[src/rtl/pcie_a7_pipe_rate_pkg.sv]
// Shared types and constants for the PIPE PCLK rate-switch sequencer.
// State codes are plain constants so legacy tooling can decode RATE_DBG_STATE.
package pcie_a7_pipe_rate_pkg;

  typedef logic [2:0] rate_state_t;

  localparam rate_state_t ST_IDLE   = 3'd0;
  localparam rate_state_t ST_AGREE  = 3'd1;
  localparam rate_state_t ST_SWITCH = 3'd2;
  localparam rate_state_t ST_SETTLE = 3'd3;
  localparam rate_state_t ST_ACK    = 3'd4;

  localparam logic SEL_GEN1 = 1'b0;
  localparam logic SEL_GEN2 = 1'b1;

  // Ceiling log2, never less than one bit so counters always have a width.
  function automatic int clog2(input int value);
    int result;
    result = 0;
    while ((1 << result) < value) result++;
    return (result < 1) ? 1 : result;
  endfunction

endpackage

[src/rtl/pcie_a7_pipe_sync.sv]
// Multi-bit flop-chain synchroniser with asynchronous active-low reset.
// Each bit is synchronised independently; no cross-bit coherency is implied.
module pcie_a7_pipe_sync #(
  parameter int WIDTH  = 1,
  parameter int STAGES = 2
) (
  input  logic             clk,
  input  logic             rst_n,
  input  logic [WIDTH-1:0] d,
  output logic [WIDTH-1:0] q
);

  logic [STAGES-1:0][WIDTH-1:0] sync_q;

  always_ff @(posedge clk or negedge rst_n) begin
    if (!rst_n) sync_q <= '0;
    else        sync_q <= {sync_q[STAGES-2:0], d};
  end

  assign q = sync_q[STAGES-1];

endmodule

[src/rtl/pcie_a7_pipe_rate_ctrl.sv]
// PCLK Gen1/Gen2 rate-switch sequencer: waits for all enabled lanes to agree, flips the mux, settles, acks.
// Define PCIE_RATE_CTRL_DEBUG_EN to add RATE_DBG_STATE / RATE_DBG_SWITCHES / RATE_DBG_TIMEOUTS outputs.
module pcie_a7_pipe_rate_ctrl
  import pcie_a7_pipe_rate_pkg::*;
#(
  parameter int PCIE_LANE      = 4,
  parameter int SYNC_STAGES    = 2,
  parameter int SETTLE_CYCLES  = 16,
  parameter int TIMEOUT_CYCLES = 256
) (
  input  logic                 RATE_CLK,
  input  logic                 RATE_RST_N,
  input  logic [PCIE_LANE-1:0] RATE_PCLK_SEL_IN,
  input  logic [PCIE_LANE-1:0] RATE_LANE_EN,
  input  logic                 RATE_MMCM_LOCK,
  output logic                 RATE_PCLK_SEL_OUT,
  output logic [PCIE_LANE-1:0] RATE_ACK,
  output logic                 RATE_BUSY,
  output logic                 RATE_TIMEOUT
`ifdef PCIE_RATE_CTRL_DEBUG_EN
  ,
  output logic [2:0]           RATE_DBG_STATE,
  output logic [15:0]          RATE_DBG_SWITCHES,
  output logic [7:0]           RATE_DBG_TIMEOUTS
`endif
);

  localparam int TIMER_W  = clog2(TIMEOUT_CYCLES);
  localparam int SETTLE_W = clog2(SETTLE_CYCLES + 1);
  localparam logic [TIMER_W-1:0]  TIMER_LAST  = TIMER_W'(TIMEOUT_CYCLES - 1);
  localparam logic [TIMER_W-1:0]  TIMER_MAX   = '1;
  localparam logic [SETTLE_W-1:0] SETTLE_LAST = SETTLE_W'(SETTLE_CYCLES - 1);

  logic [PCIE_LANE-1:0] sel_s;
  logic                 lock_s;
  rate_state_t          state;
  logic [TIMER_W-1:0]   timer;
  logic [SETTLE_W-1:0]  settle_cnt;
  logic                 target;
  logic                 mism;
  logic                 agree;

  pcie_a7_pipe_sync #(.WIDTH(PCIE_LANE), .STAGES(SYNC_STAGES)) u_sel_sync (
    .clk   (RATE_CLK),
    .rst_n (RATE_RST_N),
    .d     (RATE_PCLK_SEL_IN),
    .q     (sel_s)
  );

  pcie_a7_pipe_sync #(.WIDTH(1), .STAGES(SYNC_STAGES)) u_lock_sync (
    .clk   (RATE_CLK),
    .rst_n (RATE_RST_N),
    .d     (RATE_MMCM_LOCK),
    .q     (lock_s)
  );

  // mism: some enabled lane wants a rate other than the current one; agree: all enabled lanes want target.
  assign target    = (RATE_PCLK_SEL_OUT == SEL_GEN1) ? SEL_GEN2 : SEL_GEN1;
  assign mism      = |(RATE_LANE_EN & (sel_s ^ {PCIE_LANE{RATE_PCLK_SEL_OUT}}));
  assign agree     = (RATE_LANE_EN != '0) &&
                     ((sel_s & RATE_LANE_EN) == (target ? RATE_LANE_EN : '0));
  assign RATE_BUSY = (state != ST_IDLE);

  always_ff @(posedge RATE_CLK or negedge RATE_RST_N) begin
    if (!RATE_RST_N) begin
      state             <= ST_IDLE;
      timer             <= '0;
      settle_cnt        <= '0;
      RATE_PCLK_SEL_OUT <= SEL_GEN1;
      RATE_ACK          <= '0;
      RATE_TIMEOUT      <= 1'b0;
    end else begin
      RATE_ACK     <= '0;
      RATE_TIMEOUT <= 1'b0;
      case (state)
        ST_IDLE: begin
          if (mism && lock_s) begin
            state <= ST_AGREE;
            timer <= '0;
          end
        end
        ST_AGREE: begin
          if (timer != TIMER_MAX) timer <= timer + TIMER_W'(1);
          if (!lock_s || !mism) begin
            state <= ST_IDLE;
          end else if (agree) begin
            state <= ST_SWITCH;
          end else if (timer == TIMER_LAST) begin
            RATE_TIMEOUT <= 1'b1;
            state        <= ST_IDLE;
          end
        end
        ST_SWITCH: begin
          RATE_PCLK_SEL_OUT <= target;
          settle_cnt        <= '0;
          state             <= ST_SETTLE;
        end
        // Losing lock restarts the settle window rather than pausing it.
        ST_SETTLE: begin
          if (!lock_s)                         settle_cnt <= '0;
          else if (settle_cnt == SETTLE_LAST) state      <= ST_ACK;
          else                                 settle_cnt <= settle_cnt + SETTLE_W'(1);
        end
        ST_ACK: begin
          RATE_ACK <= RATE_LANE_EN;
          state    <= ST_IDLE;
        end
        default: state <= ST_IDLE;
      endcase
    end
  end

`ifdef PCIE_RATE_CTRL_DEBUG_EN
  assign RATE_DBG_STATE = state;

  always_ff @(posedge RATE_CLK or negedge RATE_RST_N) begin
    if (!RATE_RST_N) begin
      RATE_DBG_SWITCHES <= '0;
      RATE_DBG_TIMEOUTS <= '0;
    end else begin
      if (state == ST_ACK && RATE_DBG_SWITCHES != 16'hFFFF)
        RATE_DBG_SWITCHES <= RATE_DBG_SWITCHES + 16'd1;
      if (RATE_TIMEOUT && RATE_DBG_TIMEOUTS != 8'hFF)
        RATE_DBG_TIMEOUTS <= RATE_DBG_TIMEOUTS + 8'd1;
    end
  end
`endif

endmodule
[config.mk]
export PLATFORM = sky130hd
export DESIGN_NAME = pcie_a7_pipe_rate_ctrl
export DESIGN_NICKNAME = d
export VERILOG_FILES = /design/src/rtl/pcie_a7_pipe_rate_pkg.sv /design/src/rtl/pcie_a7_pipe_sync.sv /design/src/rtl/pcie_a7_pipe_rate_ctrl.sv
export SDC_FILE = /design/constraint.sdc
export NUM_CORES = 1
export LEC_CHECK = 0
export ABC_AREA = 1
export CAP_MARGIN = 10
export CELL_PAD_IN_SITES_DETAIL_PLACEMENT = 1
export CELL_PAD_IN_SITES_GLOBAL_PLACEMENT = 1
export CORE_MARGIN = 3
export CORE_UTILIZATION = 37
export DETAILED_ROUTE_END_ITERATION = 7
export GPL_ROUTABILITY_DRIVEN = 0
export PLACE_DENSITY_LB_ADDON = 0.1
export SLEW_MARGIN = 20
export SYNTH_ARGS = -nofsm -noshare
export SYNTH_HDL_FRONTEND = slang
export SYNTH_SLANG_ARGS = --single-unit
[constraint.sdc]
create_clock -name RATE_CLK -period 1.6 [get_ports RATE_CLK]
set_input_delay 0.4 -clock RATE_CLK [delete_from_list [all_inputs] [get_ports RATE_CLK]]
set_output_delay 0.4 -clock RATE_CLK [all_outputs]
set_load 0.005 [all_outputs]
== Word-level counts from Yosys, hierarchy flattened ==
Cells that the tools add are included.

* Register bits after elaboration: 32
* Input bits: 11
* Output and inout bits: 7
* Word-level logic and storage cells: 63

* $add $sub $neg: 2
* Equal/unequal tests: 14
* Mux-type cells: 20
* Bitwise gates (word level): 3
* Reduce and logical (&&, ||, !) cells: 14

{| class="wikitable"
|+ Operators by type and width
! cell !! count
|-
| $mux 3 || 6
|-
| $mux 8 || 2
|-
| $pmux 8 s2 || 1
|-
| $pmux 3 s4 || 1
|-
| $mux 5 || 2
|-
| $pmux 5 s2 || 1
|-
| $add 8x1->8 const B || 1
|-
| $and 4x4->4 || 2
|-
| $eq 8x8->1 const B || 1
|-
| $mux 4 || 2
|-
| $ne 8x8->1 const B || 1
|-
| $eq 3x2->1 const B || 2
|-
| $ne 2x2->1 const B || 3
|-
| $add 5x1->5 const B || 1
|-
| $eq 5x4->1 const B || 1
|-
| $mux 1 || 5
|-
| $eq 4x4->1 || 1
|-
| $ne 4x4->1 const B || 1
|-
| $reduce_and 4->1 || 1
|-
| $reduce_bool 2->1 || 2
|-
| $reduce_bool 4->1 || 1
|-
| $reduce_or 4->1 || 1
|-
| $xor 4x4->4 || 1
|-
| $eq 3x1->1 const B || 1
|-
| 10 further kinds || 12
|}

== Logic depth before layout (Yosys ltp) ==
* Depth in word-level cells: 7
* Gate-level depth with buffers: 10
* Depth with buffers taken out: 10

== Modules after synthesis ==
A second synthesis with hierarchy kept.

* Cells, all modules: 178
* Area, all modules: 1640.3 sq um

{| class="wikitable"
|+ By module, submodules not included
! module !! times used !! cells each !! area an instance (sq um) !! seq. area each (sq um)
|-
| pcie_a7_pipe_rate_ctrl || 1 || 164 || 1360.1 || 550.5
|-
| pcie_a7_pipe_sync (u_sel_sync) || 1 || 12 || 230.2 || 200.2
|-
| pcie_a7_pipe_sync (u_lock_sync) || 1 || 2 || 50.0 || 50.0
|}

== Least setup slack after synthesis ==
No wires, ideal clock.

* Path type: register to register
* From: register settle_cnt[1]
* To: register settle_cnt[3]
* Setup time: 0.077 ns
* Arrival time: 1.527 ns
* Required time: 1.523 ns
* Setup slack: -0.005 ns
* Cell stages (with the launch flop): 11
* Buffers on the path: 0
* Period minus slack after synthesis: 1.605 ns
* Cell sequence: dfrtp_1 > ha_1 > inv_1 > nor3_1 > ha_1 > nand2_1 > o21ai_0 > nor2_1 > nand3_1 > o22ai_1 > a21oi_1

* Word-level cells in the longest chain between the ends: 4
* Elaborated cells on any way between the ends: 7
* Classes of those cells: add/sub (1); eq/ne (2); mux (3); reduce/logical (1)

{| class="wikitable"
|+ RTL lines
! element !! line !! RTL
|-
| from (decl) || pcie_a7_pipe_rate_ctrl.sv:38 || <nowiki>logic [SETTLE_W-1:0] settle_cnt;</nowiki>
|-
| from (signal assigned) || pcie_a7_pipe_rate_ctrl.sv:102 || <nowiki>else settle_cnt <= settle_cnt + SETTLE_W'(1);</nowiki>
|-
| $add 5x1->5 || pcie_a7_pipe_rate_ctrl.sv:102 ||
|-
| $mux 5 || pcie_a7_pipe_rate_ctrl.sv:101 || <nowiki>else if (settle_cnt == SETTLE_LAST) state <= ST_ACK;</nowiki>
|-
| $mux 5 || pcie_a7_pipe_rate_ctrl.sv:100 || <nowiki>if (!lock_s) settle_cnt <= '0;</nowiki>
|-
| $pmux 5 s2 || pcie_a7_pipe_rate_ctrl.sv:75 || <nowiki>case (state)</nowiki>
|}

Parallel ways exist; a longest one is shown, timed or not. The select of a mux whose other input is x is not followed.
A chain may end at the register's enable or synchronous reset.

== Worst setup path in the final report ==
* From: register settle_cnt[1]
* To: register settle_cnt[2]

Same word-level chain as after synthesis.

==> impl_metrics.yaml <==
floorplan:
  die_h_um: 69.7
  dieWidth_um: 69.7
  num_rows: 22
  pin_count: 18
  initial_core_util: 0.395
  core_area_um2: 3800
  dieArea_um2: 4860
clock_tree:
  root_buffer: "clkbuf_8"
  clk_latency_ns: 0.29
  cts_buffers: 5
  path_clk_slew_ns: 0.07
  holdBufCountCts: 0
  clock-sinks: 32
  cts_tree: "done"
  cts_buffer_depth: 2
  htree_levels: 2
grt:
  grt_max_degree: 33
  grt_pass1_vias: 1574
  overflow: 0
  grt.total_usage: 0.196
  grt_pass1_wl_mm: 7.47
  antenna_found_initial: 0
sta:
  worst_pin_slew_ns: 0.323
  setup_ws_ns: -0.0707
  timing.final.crit_share: 1.04
  setup_viol: 5
  relSlewSlack: 0.784
  fmax_mhz: 599
  rsz0062_at_grt: "true"
  maxSlewViolCount: 0
  hold_viol_final: 0
  fin_skew_ns: 0.0103
  min_period_ns: 1.67
routing:
  drt-vias-per-instance: 4.98
  drt-pass1-iter-count: 4
  wirelength_mm: 4.64
  antenna_left: 0
  drtIter0Drc: 40
  wl_per_cell_um: 16.4
  via_count: 1410
  route.detailed.drc: 0
critical_path:
  cp_max_fo: 4
  worst-endpoint-required_ns: 1.76
  worst_setup_path_end_kind: "flip-flop"
  crit_type: "flip-flop to flip-flop"
  path_buf_inv: 3
  crit_chain: "ha_2, inv_2, nor3_4, ha_2, nand2_2, o21ai_4, buf_4, inv_1, nand2_1, a22oi_1"
  worst_path_max_delay_cell: "dfrtp_1"
  slowest_delay_ns: 0.36
  start_kind: "flip-flop"
  arrival_ns: 1.83
  cpMostUsedCell: "ha_2"
  worst_path_dominant_cell_family: "adder cells"
synth:
  synth_area_um2: 1500
  synthDistinctLibCells: 23
  synth_largest_area_cell: "dfrtp_1"
  ys_seq_area_frac: 0.533
  synth_area_leaders: "dfrtp_1 53%, nand2_1 8.5%, nand3_1 7.7%"
  synth_cells: 175
  synth_top_area_frac: 0.533
  synth.avg_cell_area_um2: 8.58
  yosysWarnings: 0
  ys_ff_latch: 32
  syn-num-nets: 189
worst_hold_path:
  hp-class: "flip-flop to flip-flop"
placed_design:
  dpl.cell_count: 254
  placed_area_um2: 1850
  dpl.hpwl_mm: 2.63
  post-place-ws_ns: -0.233
  port-buffer-count: 17
finish:
  antenna_cells: 0
  area_delta_synth_final_pct: 50.9
  drive_above_1_share: 0.370
  regArea_um2: 802
  nNetsFinal: 248
  finalNonFillerCells: 283
  final_area_um2: 2270
  multi_input_area_um2: 736
  fillers: 432
power_and_ir_drop:
  p_total_uw: 3460
  ir_worst_vdd_v: 0.000847
  leakage_uw: 0.00113
  cellPowerDensity_nw_per_um2: 1530
status:
  outcome: "complete, but fails checks"
  failed_checks: "setup timing"
run:
  max_cap_viol_count: 0
## routing by layer
| metal | global-route usage | part of all wire | up-vias |
|---|---|---|---|
| met1 | 0.220 | 0.39 | 703 |
| met4 | 0.100 | 0.031 | 0 |
| met3 | 0.0449 | 0.030 | 12 |
| li1 | - | - | 672 |
| met5 | 0 | 0 | - |
| met2 | 0.345 | 0.55 | 23 |
## power by group
part	total (uW)	switching (uW)	leakage, uW	internal [uW]
sequential	1080	124	0.000411	952
combinational	1740	963	0.000670	772
clock	649	306	0.0000510	343
total	3460	1390	0.00113	2070
## synth_stat cells
cell type  count
xor2_1         2
nand2_4        1
a22oi_1        1
nor2_1        18
inv_2          2
nor3_1         5
and3_1         1
nor2_2         1
ha_1           3
o21ai_0        6
a21oi_1        4
nand2_1       34
xnor2_1        1
o22ai_1        2
o21ai_2        2
nand3_1       23
nand2_2        3
inv_1         29
nand3_2        2
nand3_4        1
a31oi_1        1
nor2_4         1
dfrtp_1       32
## final timing paths
path / from / endpoint / slack (ns) / depth (start not counted)
worst max-delay path: settle_cnt[1]$_DFFE_PN0P_ / settle_cnt[2]$_DFFE_PN0P_ / -0.07 / 10
worst min-delay path: u_sel_sync.sync_q[2]$_DFF_PN0_ / u_sel_sync.q[2]$_DFF_PN0_ / 0.35 / 0
worst max register to register: settle_cnt[1]$_DFFE_PN0P_ / settle_cnt[2]$_DFFE_PN0P_ / -0.07 / 10
worst min register to register: u_sel_sync.sync_q[2]$_DFF_PN0_ / u_sel_sync.q[2]$_DFF_PN0_ / 0.35 / 0
max in group asynchronous: RATE_RST_N / timer[7]$_DFFE_PN0P_ / 0.94 / 2
min in group asynchronous: RATE_RST_N / u_sel_sync.sync_q[1]$_DFF_PN0_ / 0.47 / 2
## logic make-up after synthesis
kind of cell               share of synthesized area
AOI/OAI and AO/OA                             0.0625
xor gates and xnor gates                      0.0175
adders and majority gates                     0.0250
buffers and inverters                         0.0775
DFF                                            0.533
and+or+nand+nor                                0.284
## placed cells by master (no fill, tap or decap), types with 3 or more instances in the layout
cell             netlist  routed
ha_2                   0       3
nand3_2                2       7
nor2_1                18      14
nand2_4                1       4
o21ai_2                2       3
nand3_1               23      18
nand2_1               34      26
dfrtp_1               32      31
nand2_2                3       7
nor3_1                 5       3
inv_1                 29      26
nor2_4                 1       4
clkbuf_8               0       6
buf_4                  0      34
clkdlybuf4s50_1        0      13
## final cells by class
type	count	area share
multi-input combinational	112	0.325
tap	48	0.0265
clock buffer	6	0.0364
clock inverter	2	0.00442
sequential	32	0.354
inverter	31	0.0558
timing repair buffer	52	0.198
## repair_timing
item                                    4_1_cts  5_1_grt
endpoints found under the setup margin        9       17
gates resized for setup                      15       38
pin swaps                                     3       14
setup buffers                                16        8
cloned                                        0        0
## through the flow
step / TNS (ns) / hold WS, ns / utilization
5_1_grt: -0.875 / 0.373 / 0.597
6_report: -0.210 / 0.354 / 0.597
3_5_place_dp: -2.00 / 0.339 / 0.487
3_3_place_gp: -0.974 / 0.333 / 0.487
4_1_cts: -0.594 / 0.351 / 0.552
2_1_floorplan: 0 / 0.104 / -
## sequential cells by signal, indices dropped and copies added (netlist names)
| name | count |
|---|---|
| RATE_ACK | 4 |
| RATE_PCLK_SEL_OUT | 1 |
| RATE_TIMEOUT | 1 |
| settle_cnt | 5 |
| state | 3 |
| timer | 8 |
| u_lock_sync.q | 1 |
| u_lock_sync.sync_q | 1 |
| u_sel_sync.q | 4 |
| u_sel_sync.sync_q | 4 |
Note: power is estimated with default switching activity, not from simulation.
